--- config.mk ---
export PLATFORM = sky130hd
export DESIGN_NAME = imem_loader
export DESIGN_NICKNAME = d
export VERILOG_FILES = /design/src/rtl/imem_loader_pkg.sv /design/src/rtl/imem_loader_word_assembler.sv /design/src/rtl/imem_loader.sv
export SDC_FILE = /design/constraint.sdc
export NUM_CORES = 1
export LEC_CHECK = 0
export CELL_PAD_IN_SITES_DETAIL_PLACEMENT = 0
export CELL_PAD_IN_SITES_GLOBAL_PLACEMENT = 1
export CORE_ASPECT_RATIO = 0.9
export CORE_MARGIN = 10
export CORE_UTILIZATION = 37
export DETAILED_ROUTE_END_ITERATION = 8
export PLACE_DENSITY = 0.8
export SLEW_MARGIN = 25
export SYNTH_ARGS = -nofsm -noshare
export SYNTH_HDL_FRONTEND = slang
export SYNTH_HIERARCHICAL = 1
export SYNTH_SLANG_ARGS = --single-unit
--- constraint.sdc ---
create_clock -name clk -period 2.16 [get_ports clk]
set_input_delay 0.432 -clock clk [delete_from_list [all_inputs] [get_ports clk]]
set_output_delay 0.432 -clock clk [all_outputs]
set_load 0.03 [all_outputs]
--- src/rtl/imem_loader_pkg.sv ---
// Shared definitions for the instruction-memory loader.
//   IMEM_WORD_W : width of one imem word.
//   ldr_state_e : loader FSM state codes (3-bit).
package imem_loader_pkg;

  localparam int IMEM_WORD_W = 32;

  typedef enum logic [2:0] {
    LDR_IDLE  = 3'd0,
    LDR_LEN0  = 3'd1,
    LDR_LEN1  = 3'd2,
    LDR_DATA  = 3'd3,
    LDR_CHK   = 3'd4,
    LDR_DONE  = 3'd5,
    LDR_ERROR = 3'd6
  } ldr_state_e;

endpackage

--- src/rtl/imem_loader_word_assembler.sv ---
// Packs a little-endian byte stream into 32-bit words.
// Ports:
//   clk, reset : clock and synchronous active-high reset.
//   clear      : restarts the byte index at 0 without writing a word.
//   vld_p0     : byte accepted this cycle.
//   byte_p0    : accepted byte.
//   vld_p1     : one-cycle pulse, the cycle after the 4th byte of a word.
//   word_p1    : assembled word; first byte in [7:0]. Holds until the next word.
//   byte_idx   : index (0..3) of the next byte within the current word.
module word_assembler
  import imem_loader_pkg::*;
(
  input  logic                   clk,
  input  logic                   reset,
  input  logic                   clear,
  input  logic                   vld_p0,
  input  logic [7:0]             byte_p0,
  output logic                   vld_p1,
  output logic [IMEM_WORD_W-1:0] word_p1,
  output logic [1:0]             byte_idx
);

  // First three bytes of the word, newest at the top.
  logic [23:0] shift_p0;

  // p0 -> p1: the 4th byte completes the word.
  always_ff @(posedge clk) begin
    if (reset) begin
      byte_idx <= 2'd0;
      vld_p1   <= 1'b0;
      word_p1  <= '0;
      shift_p0 <= '0;
    end else begin
      vld_p1 <= 1'b0;
      if (clear) begin
        byte_idx <= 2'd0;
      end else if (vld_p0) begin
        byte_idx <= byte_idx + 2'd1;
        if (byte_idx == 2'd3) begin
          word_p1 <= {byte_p0, shift_p0};
          vld_p1  <= 1'b1;
        end else begin
          shift_p0 <= {byte_p0, shift_p0[23:8]};
        end
      end
    end
  end

endmodule

--- src/rtl/imem_loader.sv ---
// Instruction-memory loader: receives an image (LEN0, LEN1 = word count N,
// little-endian; then 4*N data bytes) and writes it into imem while holding
// the core in reset. The core is released only after a complete image.
// Optional feature macro: LOADER_CHECKSUM_EN -- adds a trailing checksum byte
// (XOR of all data bytes) checked in state CHK before DONE.
// Ports:
//   clk, reset   : clock, synchronous active-high reset.
//   start        : pulse to begin a load (honoured in IDLE, DONE, ERROR).
//   rx_valid/rx_data/rx_ready : byte stream handshake.
//   imem_we/imem_waddr/imem_wdata : imem write port.
//   cpu_reset    : core reset; low only while DONE.
//   busy/done/error : loader status.
//   words_loaded : words written in the current/last load.
module imem_loader
  import imem_loader_pkg::*;
#(
  parameter int ADDR_W = 8
) (
  input  logic                   clk,
  input  logic                   reset,
  input  logic                   start,
  input  logic                   rx_valid,
  input  logic [7:0]             rx_data,
  output logic                   rx_ready,
  output logic                   imem_we,
  output logic [ADDR_W-1:0]      imem_waddr,
  output logic [IMEM_WORD_W-1:0] imem_wdata,
  output logic                   cpu_reset,
  output logic                   busy,
  output logic                   done,
  output logic                   error,
  output logic [ADDR_W:0]        words_loaded
);

  localparam logic [16:0]   CAP = 17'(2 ** ADDR_W);
  localparam logic [ADDR_W:0] ONE = 1;
`ifdef LOADER_CHECKSUM_EN
  localparam ldr_state_e END_ST = LDR_CHK;
`else
  localparam ldr_state_e END_ST = LDR_DONE;
`endif

  ldr_state_e        state, state_n;
  logic [7:0]        len_lo_q;
  logic [15:0]       len_q;
  logic [ADDR_W:0]   words_q;
  logic              cpu_reset_q;
  logic [1:0]        byte_idx;
  logic              xfer, start_ok, vld_p0, last_word;
  logic [16:0]       len_rx;
`ifdef LOADER_CHECKSUM_EN
  logic [7:0]        chk_q;
`endif

  assign xfer     = rx_valid & rx_ready;
  assign start_ok = start & ((state == LDR_IDLE) | (state == LDR_DONE) | (state == LDR_ERROR));
  assign vld_p0   = xfer & (state == LDR_DATA);
  assign len_rx   = {1'b0, rx_data, len_lo_q};
  // The 4th byte of word N-1 ends the image.
  assign last_word = (byte_idx == 2'd3) && ((17'(words_q) + 17'd1) == {1'b0, len_q});

  word_assembler u_asm (
    .clk      (clk),
    .reset    (reset),
    .clear    (start_ok),
    .vld_p0   (vld_p0),
    .byte_p0  (rx_data),
    .vld_p1   (imem_we),
    .word_p1  (imem_wdata),
    .byte_idx (byte_idx)
  );

  always_comb begin
    state_n  = state;
    rx_ready = 1'b0;
    busy     = 1'b0;
    done     = 1'b0;
    error    = 1'b0;
    case (state)
      LDR_IDLE: if (start) state_n = LDR_LEN0;
      LDR_LEN0: begin
        rx_ready = 1'b1;
        busy     = 1'b1;
        if (rx_valid) state_n = LDR_LEN1;
      end
      LDR_LEN1: begin
        rx_ready = 1'b1;
        busy     = 1'b1;
        if (rx_valid) begin
          if (len_rx == 17'd0)  state_n = END_ST;
          else if (len_rx > CAP) state_n = LDR_ERROR;
          else                  state_n = LDR_DATA;
        end
      end
      LDR_DATA: begin
        rx_ready = 1'b1;
        busy     = 1'b1;
        if (rx_valid && last_word) state_n = END_ST;
      end
`ifdef LOADER_CHECKSUM_EN
      LDR_CHK: begin
        rx_ready = 1'b1;
        busy     = 1'b1;
        if (rx_valid) state_n = (rx_data == chk_q) ? LDR_DONE : LDR_ERROR;
      end
`endif
      LDR_DONE: begin
        done = 1'b1;
        if (start) state_n = LDR_LEN0;
      end
      LDR_ERROR: begin
        error = 1'b1;
        if (start) state_n = LDR_LEN0;
      end
      default: state_n = LDR_IDLE;
    endcase
  end

  // Address and count register on the 4th-byte handshake so they line up
  // with the assembler's write pulse one cycle later.
  always_ff @(posedge clk) begin
    if (reset) begin
      state       <= LDR_IDLE;
      len_lo_q    <= '0;
      len_q       <= '0;
      words_q     <= '0;
      imem_waddr  <= '0;
      cpu_reset_q <= 1'b1;
`ifdef LOADER_CHECKSUM_EN
      chk_q       <= '0;
`endif
    end else begin
      state       <= state_n;
      cpu_reset_q <= (state_n != LDR_DONE);
      if (start_ok) words_q <= '0;
      if (xfer && state == LDR_LEN0) len_lo_q <= rx_data;
      if (xfer && state == LDR_LEN1) len_q <= {rx_data, len_lo_q};
      if (vld_p0 && byte_idx == 2'd3) begin
        imem_waddr <= words_q[ADDR_W-1:0];
        words_q    <= words_q + ONE;
      end
`ifdef LOADER_CHECKSUM_EN
      if (start_ok)    chk_q <= '0;
      else if (vld_p0) chk_q <= chk_q ^ rx_data;
`endif
    end
  end

  assign cpu_reset    = reset | cpu_reset_q;
  assign words_loaded = words_q;

endmodule

==> reports/qor.yml, run 1 <==
drt-initial-drc-count: 265
crit_path_start_kind: "primary input"
synthMuxAreaShare_pct: 12.75
drc_errors: 0
cts_tree: "built"
syn_nets: 501
skew_ns: 0.01050
area_growth_pct: 32.10
port_buffers: 66
ys_seq_area_share_pct: 46.53
synth_edf_count: 0
maxSlewHeadroom_pct: 72.64
grt_pass1_vias: 3453
crit_chain: "clkdlybuf4s50_1 > or4_4 > nor4_4 > buf_4 > a41oi_2 > a31oi_2 > o31ai_2 > nor2b_2"
final_cell_mix: "98 x dfxtp_1, 72 x nand2_1, 66 x nand2b_1"
synth_cell_types: 51
synth_fa_ha_area_share_pct: 0.5593
yosysTopAreaCellShare_pct: 46.53
final_common_cell: "dfxtp_1"
drive_gt1_share_pct: 13.29
critical_path_class: "in -> reg"
cts_buffer_depth: 2
cts_root_buf: "clkbuf_16"
final-setup-viol-count: 0
antenna_found_initial: 0
slowest_stage: "or4_4"
hold_violations: 0
dieArea_um2: 16900
cp-end-kind: "flip-flop"
pin_count: 67
grt_pass1_wl_um: 17680
cts_hold_buf: 0
grt-ovfl-total: 0
post-route-util_pct: 49.53
grt_max_degree: 110
wl_met3_um: 459
fin_crit_ns: 2.086
ant_nets: 0
routed_wl_um: 11020
leakagePower_nw: 2.243
whs_ns: 0.4557
timing.fmax_mhz: 479.4
yosys-top-cells-area: "dfxtp_1 47%, mux2i_1 13%, nand2b_1 9.2%"
synth_ff_type: "dfxtp_1"
path_clk_slew_ns: 0.08
fin_crit_sh_pct: 96.58
post_drt_wl_per_cell_um: 15.06
maxUsedRoutingLayer: "met4"
gp_congestion: 0.7670
drv_cap: 0
slew_violations: 0
final_nets: 581
worst_slack_ns: 0.07388
synth-simple-area-share_pct: 24.16
wl_met1_um: 5187
htree_levels: 3
hp-class: "reg -> reg"
vias_per_cell: 4.928
dp_slack_ns: -0.3126
grt.total_usage_pct: 12.58
n_antenna_cell: 0
core_um2: 11930
synth_compound_area_share_pct: 9.004
status: "finished, final reports clean"
syn_avg_cell_area_um2: 9.187
synthArstFlopShare_pct: 0
dp_hpwl_um: 7747
finalSetupTns_ns: 0
synthCells: 487
synth.largest_area_cell: "dfxtp_1"
path_max_fanout: 2
synth_seq_cells: 104
cts_sinks: 104
syn_area_um2: 4474
firstDrtPassIters: 4
dr_wl_met2_um: 5259
cts_made_buffers: 9
cp.arrival_ns: 2.31
num_vias: 3607
tightest_slew_ns: 0.4104
synthXorXnorAreaFrac_pct: 2.880
die_x_um: 135.9
synth_top_family_by_area: "simple AND/OR/NAND/NOR gates"
num_rows: 38
power.density_nw_per_um2: 667.4
slowest_delay_ns: 0.44
die_y_um: 124.3
yosys_warnings: 6
initial_core_util_pct: 37.49
ir_drop_uv: 334.1
clk_latency_ns: 0.35
cp_data_required_time_ns: 2.38
[worst paths after layout]
kind	from	to	slack [ns]	depth (start not counted)
setup / recovery	rx_data[4]	state[2]$_SDFF_PP0_	0.07	8
hold / removal	imem_waddr[2]$_SDFFE_PP0P_	imem_waddr[2]$_SDFFE_PP0P_	0.46	2
setup reg to reg	len_lo_q[4]$_SDFFE_PP0P_	state[2]$_SDFF_PP0_	0.12	6
hold reg to reg	imem_waddr[2]$_SDFFE_PP0P_	imem_waddr[2]$_SDFFE_PP0P_	0.46	2
[worst max-delay path: cells and delay by family]
family                 cells  cell delay (ns)
buffers and inverters      2             0.60
and+or+nand+nor            3             0.84
AOI/OAI and AO/OA          3             0.44
[where the power goes]
part	internal [mW]	total (mW)	switching (mW)
logic	0.112	0.261	0.149
registers	1.93	1.95	0.0162
clock network	0.939	1.73	0.795
[metal layers]
| layer | vias up | track usage (%) |
|---|---|---|
| met3 | 9 | 2.621 |
| met1 | 1701 | 16.95 |
| met4 | 0 | 3.820 |
| li1 | 1816 | - |
| met5 | - | 0 |
| met2 | 81 | 19.63 |
[logic make-up (layout without fill, tap and decap cells)]
family,Yosys count,in the layout
simple gates,205,205
xor+xnor,13,13
compound gates,70,70
flops,104,104
buf+inv,36,121
mux,57,57
fa+ha+maj,2,2
[cell usage after synthesis (all sizes together) (2+ instances only)]
| cell | number |
|---|---|
| ha | 2 |
| a21oi | 44 |
| xor2 | 6 |
| o21bai | 2 |
| a31oi | 2 |
| nor2 | 18 |
| inv | 5 |
| nor3b | 2 |
| o21ai | 10 |
| nand2 | 73 |
| or4 | 3 |
| and3 | 5 |
| nand2b | 66 |
| nor3 | 9 |
| nand3b | 6 |
| nor4 | 2 |
| nand3 | 5 |
| dfxtp | 104 |
| o31ai | 2 |
| buf | 11 |
| xnor2 | 6 |
| nand4 | 3 |
| mux2i | 57 |
| clkbuf | 20 |
| or3 | 5 |
[sequential cells by signal (all words and copies together) (netlist names)]
| signal | count |
|---|---|
| u_asm/word_p1 | 32 |
| state | 3 |
| u_asm/byte_idx | 2 |
| u_asm/vld_p1 | 1 |
| words_loaded | 9 |
| len_lo_q | 8 |
| len_q | 16 |
| cpu_reset_q | 1 |
| imem_waddr | 8 |
| u_asm/shift_p0 | 24 |
[repair_timing]
| item | in CTS | in global routing |
|---|---|---|
| buffers inserted | 0 | 1 |
| gates resized for setup | 4 | 19 |
| endpoints found under the setup margin | 4 | 3 |
| pin swaps | 0 | 3 |
[final cells by class]
class	count	area, um2
multi-input combinational	347	2283
clock buffer	9	225.2
timing repair buffer	100	998.5
tap	160	200.2
clock inverter	7	95.09
sequential	104	2090
fill	1100	6023
inverter	5	18.77
[through the flow]
step                      total power, mW  std cells  instance area, um2
after CTS                           3.987        731                5822
after floorplan                     2.147        487                4483
after global routing                4.080        732                5911
after detailed placement            2.251        715                5507
final                               3.945        732                5911
after global placement              2.247        715                5507
Note: power is estimated with default switching activity, not from simulation.
==> run 2, diff against run 1 <==
--- a/config.mk
+++ b/config.mk
@@ -5,6 +5,7 @@
 export SDC_FILE = /design/constraint.sdc
 export NUM_CORES = 1
 export LEC_CHECK = 0
+export ABC_CLOCK_PERIOD_IN_PS = 2160
 export CELL_PAD_IN_SITES_DETAIL_PLACEMENT = 0
 export CELL_PAD_IN_SITES_GLOBAL_PLACEMENT = 1
 export CORE_ASPECT_RATIO = 0.9
==> results of run 2 <==
Final layout, timing and power as in run 1 (identical DEF).
